<file path="config.mk">
export PLATFORM = sky130hd
export DESIGN_NAME = vol_ctrl_bar
export DESIGN_NICKNAME = d
export VERILOG_FILES = /design/src/rtl/vol_pkg.sv /design/src/rtl/key_repeat.sv /design/src/rtl/vol_ctrl_bar.sv
export SDC_FILE = /design/constraint.sdc
export NUM_CORES = 1
export LEC_CHECK = 0
export CAP_MARGIN = 30
export CORE_MARGIN = 5
export CORE_UTILIZATION = 50
export DETAILED_ROUTE_END_ITERATION = 10
export GPL_ROUTABILITY_DRIVEN = 0
export PLACE_DENSITY = 0.71
export RECOVER_POWER = 100
export SLEW_MARGIN = 20
export SYNTH_ARGS = -nofsm -noshare
export SYNTH_HDL_FRONTEND = slang
export SYNTH_SLANG_ARGS = --single-unit
</file>
<file path="constraint.sdc">
create_clock -name CLK -period 4.3 [get_ports CLK]
set_input_delay 0.86 -clock CLK [delete_from_list [all_inputs] [get_ports CLK]]
set_output_delay 0.86 -clock CLK [all_outputs]
set_load 0.05 [all_outputs]
</file>
<file path="src/rtl/vol_pkg.sv">
// Shared constants and state encodings for the volume control block.
package vol_pkg;

    // VS1003 volume word that fully silences both channels
    localparam logic [15:0] VOL_MUTE = 16'hFFFF;
    // VS1003 SCI register address of the volume register
    localparam logic [3:0]  SCI_VOL  = 4'hB;

    typedef enum logic [1:0] {
        K_IDLE   = 2'd0,
        K_DELAY  = 2'd1,
        K_REPEAT = 2'd2
    } key_st_e;

    typedef enum logic {
        H_IDLE = 1'b0,
        H_REQ  = 1'b1
    } hs_st_e;

    // Stereo attenuation word for a given index; attenuation wraps to 8 bits
    function automatic logic [15:0] vol_word(input logic [7:0] idx, input logic [7:0] step);
        logic [7:0] att;
        att = idx * step;
        return {att, att};
    endfunction

endpackage

</file>
<file path="src/rtl/key_repeat.sv">
// Key auto-repeat: one step on press, another after DELAY cycles, then one every RATE cycles.
import vol_pkg::*;

module key_repeat #(
    parameter logic [19:0] DELAY = 20'd500000,
    parameter logic [19:0] RATE  = 20'd100000
) (
    input  logic i_clk,
    input  logic i_rst_n,
    input  logic i_key_up,
    input  logic i_key_down,
    output logic o_step_up,
    output logic o_step_down
);

    key_st_e     r_state, w_state_nxt;
    logic [19:0] r_cnt, w_cnt_nxt;
    logic        r_dir_up, w_dir_up_nxt;
    logic        w_one, w_held, w_fire;

    // exactly one key down; the key latched on entry to DELAY still held alone
    assign w_one  = i_key_up ^ i_key_down;
    assign w_held = r_dir_up ? (i_key_up & ~i_key_down) : (i_key_down & ~i_key_up);
    assign w_fire = ((r_state == K_DELAY)  && (r_cnt == DELAY - 20'd1)) ||
                    ((r_state == K_REPEAT) && (r_cnt == RATE  - 20'd1));

    // state, counter and repeating-key register
    always_ff @(posedge i_clk or negedge i_rst_n) begin
        if (!i_rst_n) begin
            r_state  <= K_IDLE;
            r_cnt    <= '0;
            r_dir_up <= 1'b0;
        end else begin
            r_state  <= w_state_nxt;
            r_cnt    <= w_cnt_nxt;
            r_dir_up <= w_dir_up_nxt;
        end
    end

    // next-state: release or both keys drop back to IDLE without stepping
    always_comb begin
        w_state_nxt  = r_state;
        w_cnt_nxt    = r_cnt;
        w_dir_up_nxt = r_dir_up;
        case (r_state)
            K_IDLE: begin
                if (w_one) begin
                    w_state_nxt  = K_DELAY;
                    w_cnt_nxt    = '0;
                    w_dir_up_nxt = i_key_up;
                end
            end
            K_DELAY, K_REPEAT: begin
                if (!w_held) begin
                    w_state_nxt = K_IDLE;
                    w_cnt_nxt   = '0;
                end else if (w_fire) begin
                    w_state_nxt = K_REPEAT;
                    w_cnt_nxt   = '0;
                end else begin
                    w_cnt_nxt   = r_cnt + 20'd1;
                end
            end
            default: w_state_nxt = K_IDLE;
        endcase
    end

    // step pulses, same cycle as the press or the counter expiry
    always_comb begin
        o_step_up   = 1'b0;
        o_step_down = 1'b0;
        case (r_state)
            K_IDLE: begin
                if (w_one) begin
                    o_step_up   = i_key_up;
                    o_step_down = i_key_down;
                end
            end
            K_DELAY, K_REPEAT: begin
                if (w_held && w_fire) begin
                    o_step_up   = r_dir_up;
                    o_step_down = ~r_dir_up;
                end
            end
            default: ;
        endcase
    end

endmodule

</file>
<file path="src/rtl/vol_ctrl_bar.sv">
// Playback volume: key-driven attenuation index, LED bar and req/ack delivery of the VS1003 word.
import vol_pkg::*;

module vol_ctrl_bar #(
    parameter int          LEVELS       = 16,
    parameter logic [7:0]  STEP         = 8'h10,
    parameter int          RESET_IDX    = 4,
    parameter logic [19:0] REPEAT_DELAY = 20'd500000,
    parameter logic [19:0] REPEAT_RATE  = 20'd100000
) (
    input  logic              CLK,
    input  logic              RST_N,
    input  logic              key_up,
    input  logic              key_down,
    input  logic              mute_tog,
    input  logic              vol_ack,
    output logic              vol_req,
    output logic [15:0]       vol_out,
    output logic [LEVELS-1:0] led,
    output logic              muted
);

    localparam int                IDX_W   = $clog2(LEVELS);
    localparam logic [IDX_W-1:0]  IDX_RST = IDX_W'(RESET_IDX);
    localparam logic [IDX_W-1:0]  IDX_MAX = IDX_W'(LEVELS - 1);
    localparam logic [LEVELS-1:0] LED_ALL = {LEVELS{1'b1}};
    localparam logic [15:0]       VOL_RST = vol_word(8'(RESET_IDX), STEP);

    logic [IDX_W-1:0]  r_idx;
    logic              r_mute;
    logic [LEVELS-1:0] r_led;
    logic              r_muted;
    logic [15:0]       r_vol_prev, r_vol_out;
    logic              r_pending;
    hs_st_e            r_hs, w_hs_nxt;
    logic              w_step_up, w_step_down, w_change;
    logic [7:0]        w_idx8;
    logic [15:0]       w_vol_cur;

    key_repeat #(
        .DELAY (REPEAT_DELAY),
        .RATE  (REPEAT_RATE)
    ) u_keys (
        .i_clk       (CLK),
        .i_rst_n     (RST_N),
        .i_key_up    (key_up),
        .i_key_down  (key_down),
        .o_step_up   (w_step_up),
        .o_step_down (w_step_down)
    );

    assign w_idx8    = 8'(r_idx);
    assign w_vol_cur = r_mute ? VOL_MUTE : vol_word(w_idx8, STEP);
    assign w_change  = (w_vol_cur != r_vol_prev);
    assign led       = r_led;
    assign muted     = r_muted;
    assign vol_out   = r_vol_out;

    // index and mute; a step always unmutes first and beats a same-cycle mute toggle
    always_ff @(posedge CLK or negedge RST_N) begin
        if (!RST_N) begin
            r_idx  <= IDX_RST;
            r_mute <= 1'b0;
        end else if (w_step_up || w_step_down) begin
            if (r_mute)
                r_mute <= 1'b0;
            else if (w_step_up && (r_idx != '0))
                r_idx <= r_idx - IDX_W'(1);
            else if (w_step_down && (r_idx != IDX_MAX))
                r_idx <= r_idx + IDX_W'(1);
        end else if (mute_tog) begin
            r_mute <= ~r_mute;
        end
    end

    // registered bar graph and mute flag, one cycle behind the index
    always_ff @(posedge CLK or negedge RST_N) begin
        if (!RST_N) begin
            r_led   <= LED_ALL >> RESET_IDX;
            r_muted <= 1'b0;
        end else begin
            r_led   <= r_mute ? '0 : (LED_ALL >> r_idx);
            r_muted <= r_mute;
        end
    end

    // handshake state register
    always_ff @(posedge CLK or negedge RST_N) begin
        if (!RST_N) r_hs <= H_IDLE;
        else        r_hs <= w_hs_nxt;
    end

    // handshake next state; ack while idle is ignored
    always_comb begin
        w_hs_nxt = r_hs;
        case (r_hs)
            H_IDLE:  if (r_pending) w_hs_nxt = H_REQ;
            H_REQ:   if (vol_ack)   w_hs_nxt = H_IDLE;
            default: w_hs_nxt = H_IDLE;
        endcase
    end

    // handshake output
    always_comb begin
        vol_req = (r_hs == H_REQ);
    end

    // change tracking and word latch; pending starts set so the codec gets the reset value
    always_ff @(posedge CLK or negedge RST_N) begin
        if (!RST_N) begin
            r_vol_prev <= VOL_RST;
            r_vol_out  <= VOL_RST;
            r_pending  <= 1'b1;
        end else begin
            r_vol_prev <= w_vol_cur;
            if ((r_hs == H_IDLE) && r_pending) begin
                r_vol_out <= w_vol_cur;
                r_pending <= 1'b0;
            end else begin
                r_pending <= r_pending | w_change;
            end
        end
    end

endmodule

</file>
==> Flow_metrics.wiki, run 1 <==
{| class="wikitable"
! Metric !! Value
|-
| Horiz. Die Dim || 83.62 µm
|-
| Clock root buffer master || sky130_fd_sc_hd__clkbuf_8
|-
| Sum of buffers and inverters on the critical path || 2
|-
| Wire length after detailed routing || ~4.9 mm
|-
| Global-route total usage across every layer || 0.1498
|-
| Share of synthesized flip-flops with an asynchronous set or reset || 1.000
|-
| Clk buf depth || 2
|-
| First-pass GRT wire length || 8.604 mm
|-
| Post-Synthesis Mean Instance Area || roughly 11 µm²
|-
| Crit path kind || in2reg
|-
| Critical Path AT || approximately 3.3 ns
|-
| Run status || complete, but fails checks
|-
| Die height || 83.62 µm
|-
| Post-Place Cell Area || 3070 µm²
|-
| Post-route DRC || 0
|-
| Internal Dissipation || approximately 1.2 mW
|-
| Antenna violations before repair || 0
|-
| Count of state elements after synthesis || 56
|-
| Insertion delay to the later sink of the worst-skew pair || 0.31 ns
|-
| Global routing usage on met1 || 0.2124
|-
| Rel. slew slack || -0.2389
|-
| Clock power frac || 0.147
|-
| Number of DRC violations after detailed-routing iteration 0 || between 70 and 80
|-
| Setup_tns || 0 ns
|-
| Largest stage delay on the critical path || 0.57 ns
|-
| Worst Path Required || between 4 and 5 ns
|-
| Synthesized netlist cell count || 258
|-
| Hold Startpoint || vol_out[14]
|-
| Crit path launch type || input port
|-
| Routed vias/inst || 5.240
|-
| Clock slew seen by the registers of the worst setup and hold paths || approximately 0.10 ns
|-
| Endpoints failing hold || 0
|-
| Total Power || 2.357 mW
|-
| Area growth from synthesis to layout || 16.48%
|-
| # port buffers || 39
|-
| DRT antenna net count || 0
|-
| Post-CTS Setup Bufs || 0
|-
| GR met2 Demand/Resource || 0.2198
|-
| Syn Nets || about 270
|-
| Post-cts hold buffer count || 0
|-
| Placeable core region || 5172 µm²
|-
| H-tree depth || 2
|-
| Area enclosed by the die boundary || 6992 µm²
|-
| Sequential area share after synthesis || 0.5245
|-
| EDFF count, synth || 0
|-
| Switching power total || 1.116 mW
|-
| Share of post-route cells with drive strength above 1 || 0.1007
|-
| Critical-path cell with the highest stage delay || sky130_fd_sc_hd__dlygate4sd3_1
|-
| Ordered cell list for the critical path || dlygate4sd3_1, inv_1, ha_1, a21oi_1, nand4_1, nor4_1, nand3_1, xor2_1, nor2_1
|-
| Total of cells resized after clock tree synthesis || 0
|-
| Yosys cell types || 45
|-
| Total number of yosys warnings || 0
|-
| Cell Pwr Density || ~750 nW/µm²
|-
| Number of clock buffers inserted by TritonCTS || 5
|-
| Logic gate share of total power || 0.488
|-
| Nature of the critical path endpoint || flip-flop
|-
| Placed Cells incl. Taps || 350
|-
| VDD IR max || 534.7 µV
|-
| Number of global-route vias before repair || between 1.5k and 2k
|-
| Hold crit path type || reg2reg
|-
| Portion of total power attributed to sequential cells || 0.365
|-
| Estimated wirelength of the detail-placed design || 3.525 mm
|-
| Net switching share of the total power || 0.4732
|-
| Met3 track utilization from global routing || 0.04047
|-
| Total global routing overflow || 0
|-
| Starting density of the core || 0.5239
|-
| Cell Area, Synth || 2710 µm²
|-
| Final slew viol count || 37
|-
| Most instantiated flip-flop cell in the synthesis netlist || sky130_fd_sc_hd__dfrtp_1
|-
| Worst Clk Skew || between 0.007 and 0.008 ns
|-
| Leakage power figure || 1.371 nW
|-
| RSZ-0062 raised after global routing || no
|-
| Busiest grt layer || met2
|-
| Post-route setup slack || between 1 and 1.5 ns
|-
| Number of antenna diodes || 0
|-
| Startpoint of the worst register-to-register path || u_keys.r_cnt[13]
|-
| Crit-path max FO || 7
|-
| Wire per inst || roughly 14 µm
|-
| Total non-filler cell area in the finished layout || 3157 µm²
|-
| Largest net degree at the start of global routing || 37
|-
| Clock net sink count || 56
|-
| Router iterations before antenna repair || 4
|-
| Post-place setup slack || 0.9084 ns
|-
| Count of placed standard cells in the final layout, fillers left out || about 360
|-
| Final layout net count || 303
|-
| Final count of negative-setup-slack endpoints || 0
|-
| Routed vias || 1876
|-
| Min Clock Period, post-route || roughly 3.1 ns
|-
| Fill cell total of the finished layout || around 440
|-
| Violated checks || max-capacitance violations, max-slew violations
|-
| TritonCTS clock tree || yes
|-
| Fraction of the cycle the final worst path needs || 0.7306
|-
| CP startpoint || key_up
|-
| Transition time at the pin with the least slew margin || 1.858 ns
|-
| Maximum clock frequency || 318.3 MHz
|-
| Standard-cell row count || 26
|-
| CP top delay family || simple AND/OR/NAND/NOR gates
|-
| Max-cap violations || 1
|-
| I/O pin total || 40
|}
## cell usage after synthesis (4+ instances only)
library cell	n	area share
sky130_fd_sc_hd__a21oi_1	6	0.011
sky130_fd_sc_hd__buf_4	12	0.033
sky130_fd_sc_hd__clkbuf_1	5	0.0069
sky130_fd_sc_hd__dfrtp_1	40	0.37
sky130_fd_sc_hd__dfstp_2	16	0.16
sky130_fd_sc_hd__ha_1	10	0.046
sky130_fd_sc_hd__inv_1	15	0.021
sky130_fd_sc_hd__nand2_1	26	0.036
sky130_fd_sc_hd__nand4_1	9	0.021
sky130_fd_sc_hd__nor2_1	31	0.043
sky130_fd_sc_hd__nor3_1	7	0.013
sky130_fd_sc_hd__nor3b_1	4	0.011
sky130_fd_sc_hd__o21ai_0	12	0.022
sky130_fd_sc_hd__xnor2_1	9	0.029
sky130_fd_sc_hd__xor2_1	14	0.045
## state kept, by name, summed over array words and instances (netlist names), 2 cells and up
signal,count
led,16
u_keys.r_state,2
u_keys.r_cnt,20
r_idx,4
vol_out,5
r_vol_prev,5
## cells in the final DEF (no fill, tap or decap), types with 2 or more instances in the layout
master                            synthesis  routed
sky130_fd_sc_hd__dfstp_2                 16      15
sky130_fd_sc_hd__nand4_1                  9       9
sky130_fd_sc_hd__or2_2                    3       2
sky130_fd_sc_hd__o21ai_0                 12      12
sky130_fd_sc_hd__mux2_2                   3       3
sky130_fd_sc_hd__ha_1                    10      10
sky130_fd_sc_hd__nor3_1                   7       7
sky130_fd_sc_hd__dlygate4sd3_1            0      36
sky130_fd_sc_hd__clkbuf_8                 0       5
sky130_fd_sc_hd__nand2_1                 26      26
sky130_fd_sc_hd__nand2b_1                 2       2
sky130_fd_sc_hd__inv_1                   15      15
sky130_fd_sc_hd__a21oi_1                  6       6
sky130_fd_sc_hd__nor4_1                   2       3
sky130_fd_sc_hd__nand3_1                  3       3
sky130_fd_sc_hd__nor3b_1                  4       4
sky130_fd_sc_hd__a31oi_1                  3       3
sky130_fd_sc_hd__nor2_1                  31      32
sky130_fd_sc_hd__dfrtp_1                 40      40
sky130_fd_sc_hd__and3_1                   2       2
sky130_fd_sc_hd__xor2_1                  14      14
sky130_fd_sc_hd__xnor2_1                  9       9
sky130_fd_sc_hd__clkdlybuf4s50_1          0       2
sky130_fd_sc_hd__a2111oi_0                2       2
sky130_fd_sc_hd__clkbuf_1                 5       3
## power groups by stage
stage                     sequential (mW)  combinational (mW)  clock [mW]
after CTS                           0.868                1.23       0.354
after global routing                0.885                1.23       0.380
final                               0.860                1.15       0.346
after detailed placement            0.878                1.22           0
after global placement              0.871                1.22           0
after floorplan                      1.16               0.629           0
## worst reg2reg max path, stage by stage, from the launching register on
cell                       delay (ns)
sky130_fd_sc_hd__dfrtp_1         0.45
sky130_fd_sc_hd__or4b_1          0.55
sky130_fd_sc_hd__nor4_1          0.18
sky130_fd_sc_hd__o2111a_1        0.39
sky130_fd_sc_hd__a41o_1          0.39
sky130_fd_sc_hd__nand2_1         0.11
sky130_fd_sc_hd__xnor2_1         0.14
sky130_fd_sc_hd__ha_1            0.22
sky130_fd_sc_hd__nand2_1         0.07
sky130_fd_sc_hd__a211o_1         0.23
sky130_fd_sc_hd__a211oi_1        0.22
## cell families (layout without fill, tap and decap cells)
| family | after synthesis | after routing | synth area share |
|---|---|---|---|
| buf+inv | 33 | 63 | 0.06510 |
| mux | 4 | 4 | 0.01800 |
| compound gates | 36 | 36 | 0.09881 |
| simple gates | 96 | 96 | 0.1731 |
| flops | 56 | 56 | 0.5245 |
| xor+xnor | 23 | 23 | 0.07433 |
| fa+ha+maj | 10 | 10 | 0.04617 |
## metal layers
metal  vias to the layer above  part of all wire
met5                         -                 0
met4                         0             0.011
met3                         4             0.046
met2                        38              0.44
met1                       911              0.51
li1                        923                 -
## worst paths after layout
kind | to | slack, ns | depth (start not counted)
setup / recovery | u_keys.r_cnt[19] | 1.16 | 9
hold / removal | vol_out[14] | 0.49 | 2
setup reg to reg | r_idx[2] | 1.28 | 10
hold reg to reg | vol_out[14] | 0.49 | 2
max in group asynchronous | u_keys.r_cnt[2] | 1.31 | 2
min in group asynchronous | vol_out[7] | 0.72 | 1
## final cells by class
| cell class | count | area (µm²) | area share |
|---|---|---|---|
| clock buffer | 6 | 72.57 | 0.02299 |
| clock inverter | 2 | 38.79 | 0.01229 |
| inverter | 15 | 56.30 | 0.01784 |
| multi-input combinational | 169 | 1092 | 0.3460 |
| sequential | 56 | 1421 | 0.4503 |
| tap | 70 | 87.58 | 0.02774 |
| timing repair buffer | 40 | 387.9 | 0.1229 |
## metrics by stage
stage               utilization  hold slack [ns]
floorplan                     -           0.3519
global placement         0.5936           0.4776
detailed placement       0.5936           0.4884
CTS                      0.6151           0.4871
global route             0.6103           0.5551
finish                   0.6103           0.4919
No activity file was read; power rests on OpenSTA's default activity.
==> inputs of run 2 (changes only) <==
- CORE_UTILIZATION: 50 -> 49
- PLACE_DENSITY: 0.71 -> 0.73
- clock period: 4.3 -> 2.75 ns (I/O delays scaled with it)
==> run 2 against run 1 <==
The flow now finishes without violations. Routed wire length increased by 3.6%. Utilization decreased by 1.9 points. Clock skew about the same.
==> Flow_metrics.wiki, run 2 (synthesis gave the netlist of run 1 again) <==
{| class="wikitable"
! Metric !! Value
|-
| Run status || complete, no violations (was complete, but fails checks)
|-
| Most common cell after layout, fill and taps aside || sky130_fd_sc_hd__dfrtp_1 (unchanged)
|-
| Clock power frac || 0.124 (was 0.147)
|-
| Rel. slew slack || 0.2363 (was -0.2389)
|-
| Final count of negative-setup-slack endpoints || 0 (unchanged)
|-
| Number of antenna diodes || 0 (unchanged)
|-
| Final slew viol count || 0 (was 37)
|-
| Most frequent cells in the layout || 40 x sky130_fd_sc_hd__dfrtp_1, 34 x sky130_fd_sc_hd__dlygate4sd3_1, 31 x sky130_fd_sc_hd__nor2_1 (was 40 x sky130_fd_sc_hd__dfrtp_1, 36 x sky130_fd_sc_hd__dlygate4sd3_1, 32 x sky130_fd_sc_hd__nor2_1)
|-
| Antenna violations before repair || 0 (unchanged)
|-
| Min Clock Period, post-route || 2.594 ns
|-
| Post-layout utilization of the core || 0.5910 (was 0.6103)
|-
| Estimated wirelength of the detail-placed design || 3.892 mm (was 3.525 mm)
|-
| Global-route total usage across every layer || 0.1518 (was 0.1498)
|-
| Largest net degree at the start of global routing || 25 (was 37)
|-
| Max-cap violations || 0 (was 1)
|-
| Wire length after detailed routing || 5.045 mm (was 4.871 mm)
|-
| First-pass GRT wire length || 8.838 mm (was 8.604 mm)
|-
| Router iterations before antenna repair || 4 (unchanged)
|-
| Number of clock buffers inserted by TritonCTS || 5 (unchanged)
|-
| Path depth of the worst reg2reg path || 7 (was 10)
|-
| Post-route DRC || 0 (unchanged)
|-
| Cell Pwr Density || 1124 nW/µm² (was 746.7 nW/µm²)
|-
| Insertion delay to the later sink of the worst-skew pair || 0.31 ns (about the same)
|-
| Routed vias || 1919 (was 1876)
|-
| Portion of total power attributed to sequential cells || 0.372 (was 0.365)
|-
| Nature of the critical path endpoint || flip-flop (unchanged)
|-
| Wire per inst || 13.56 µm (was 13.61 µm)
|-
| Post-route setup slack || 0.1561 ns (was 1.158 ns)
|-
| # port buffers || 39 (unchanged)
|-
| Number of global-route vias before repair || 1864 (was 1842)
|-
| Setup_tns || 0 ns (unchanged)
|-
| Area growth from synthesis to layout || 18.61% (was 16.48%)
|-
| Fraction of the cycle the final worst path needs || 0.9432
|-
| Horiz. Die Dim || 84.37 µm (was 83.62 µm)
|-
| Area enclosed by the die boundary || 7118 µm² (was 6992 µm²)
|-
| Register bank with the most flops || u_keys.r_cnt (unchanged)
|-
| Total Power || 3.614 mW (was 2.357 mW)
|-
| Final layout net count || 315 (was 303)
|-
| Clock slew seen by the registers of the worst setup and hold paths || 0.10 ns (about the same)
|-
| Critical Path AT || 2.79 ns (was 3.30 ns)
|-
| Clk buf depth || 2 (unchanged)
|-
| VDD IR max || 850.6 µV (was 534.7 µV)
|-
| Number of DRC violations after detailed-routing iteration 0 || 121 (was 73)
|-
| Endpoints failing hold || 0 (unchanged)
|-
| Starting density of the core || 0.4983 (was 0.5239)
|-
| Post-place setup slack || 0.08592 ns (was 0.9084 ns)
|-
| Hold crit path type || in2async (was reg2reg)
|-
| Crit path launch type || flip-flop (was input port)
|-
| TritonCTS clock tree || yes (unchanged)
|-
| Worst Clk Skew || 0.007350 ns (was 0.007555 ns)
|-
| RSZ-0062 raised after global routing || no (unchanged)
|-
| Number of flip-flops under the largest register name || 20 (unchanged)
|-
| Internal Dissipation || 1.866 mW (was 1.242 mW)
|-
| I/O pin total || 40 (unchanged)
|-
| Standard-cell row count || 27 (was 26)
|-
| DRT antenna net count || 0 (unchanged)
|-
| Leakage power figure || 1.393 nW (was 1.371 nW)
|-
| Die height || 84.37 µm (was 83.62 µm)
|-
| Share of post-route cells with drive strength above 1 || 0.1467 (was 0.1007)
|-
| Logic gate share of total power || 0.504 (was 0.488)
|-
| Crit-path max FO || 5 (was 7)
|-
| Worst Path Required || 2.95 ns (was 4.46 ns)
|-
| Switching power total || 1.748 mW (was 1.116 mW)
|-
| Placeable core region || 5439 µm² (was 5172 µm²)
|-
| Maximum clock frequency || 385.5 MHz
|-
| Routed vias/inst || 5.159 (was 5.240)
|-
| Net switching share of the total power || 0.4837 (was 0.4732)
|-
| Clock root buffer master || sky130_fd_sc_hd__clkbuf_8 (unchanged)
|-
| Crit path kind || reg2reg (was in2reg)
|-
| Transition time at the pin with the least slew margin || 1.146 ns (was 1.858 ns)
|-
| Clock net sink count || 56 (unchanged)
|-
| Total global routing overflow || 0 (unchanged)
|-
| H-tree depth || 2 (unchanged)
|}
## run 2: cell types whose count changed in the layout (fill, tap and decap cells not counted), sizes merged
cell / previous run / this run
bufinv: 1 / 0
clkbuf: 8 / 11
dlygate4sd3: 36 / 34
clkinv: 0 / 1
buf: 0 / 8
clkdlybuf4s50: 2 / 4
clkinvlp: 0 / 1
## run 2: layout make-up
cell class	count	area, µm²
clock inverter	3	21.27
timing repair buffer	52	464.2
fill	459	2225
clock buffer	5	68.82
sequential	56	1421
multi-input combinational	169	1092
tap	72	90.09
inverter	15	56.30
## run 2: worst max-delay path, cell delays in order (launching register included)
cell and delay (ns):
sky130_fd_sc_hd__dfrtp_1 0.39, sky130_fd_sc_hd__or4b_1 0.55, sky130_fd_sc_hd__nor4_2 0.16, sky130_fd_sc_hd__o2111a_2 0.26, sky130_fd_sc_hd__clkbuf_1 0.20, sky130_fd_sc_hd__a41oi_1 0.31
sky130_fd_sc_hd__o2bb2ai_2 0.27, sky130_fd_sc_hd__mux2_1 0.34
## run 2: what timing repair did
item                                    in CTS  in global routing
gates resized for setup                      0                  1
endpoints found under the setup margin       0                  1
setup buffers                                0                  1
hold buffers                                 0                  0
## run 2: metal layers
layer / up-vias / global-route usage / share of wire
li1: 943 / - / -
met2: 51 / 0.2403 / 0.47
met5: - / 0 / 0
met1: 920 / 0.2064 / 0.47
met3: 5 / 0.02355 / 0.046
met4: 0 / 0.06763 / 0.017
## run 2: power by group through the flow
stage	registers (mW)	clock network, mW	logic, mW
after floorplan	1.82	0	0.983
after global placement	1.36	0	1.92
after detailed placement	1.37	0	1.94
after CTS	1.35	0.467	1.95
after global routing	1.39	0.513	1.95
final	1.35	0.449	1.82
## run 2: path summary, 6_finish.rpt
path / endpoint / slack (ns) / from
worst min register to register: vol_out[14] / 0.50 / vol_out[14]
worst min-delay path: vol_req / 0.36 / RST_N
worst max-delay path: r_idx[1] / 0.16 / u_keys.r_cnt[13]
worst max register to register: r_idx[1] / 0.16 / u_keys.r_cnt[13]
max in group asynchronous: u_keys.r_cnt[19] / 0.84 / RST_N
min in group CLK: vol_out[14] / 0.50 / vol_out[14]
## run 2: metrics by stage
stage                     hold slack [ns]  instance area, µm²  instances
final                              0.3567                3214        372
after global routing               0.4073                3214        372
after CTS                          0.1499                3246        371
after floorplan                    0.2544                2710        258
after detailed placement           0.4965                3156        363
after global placement             0.4806                3156        363
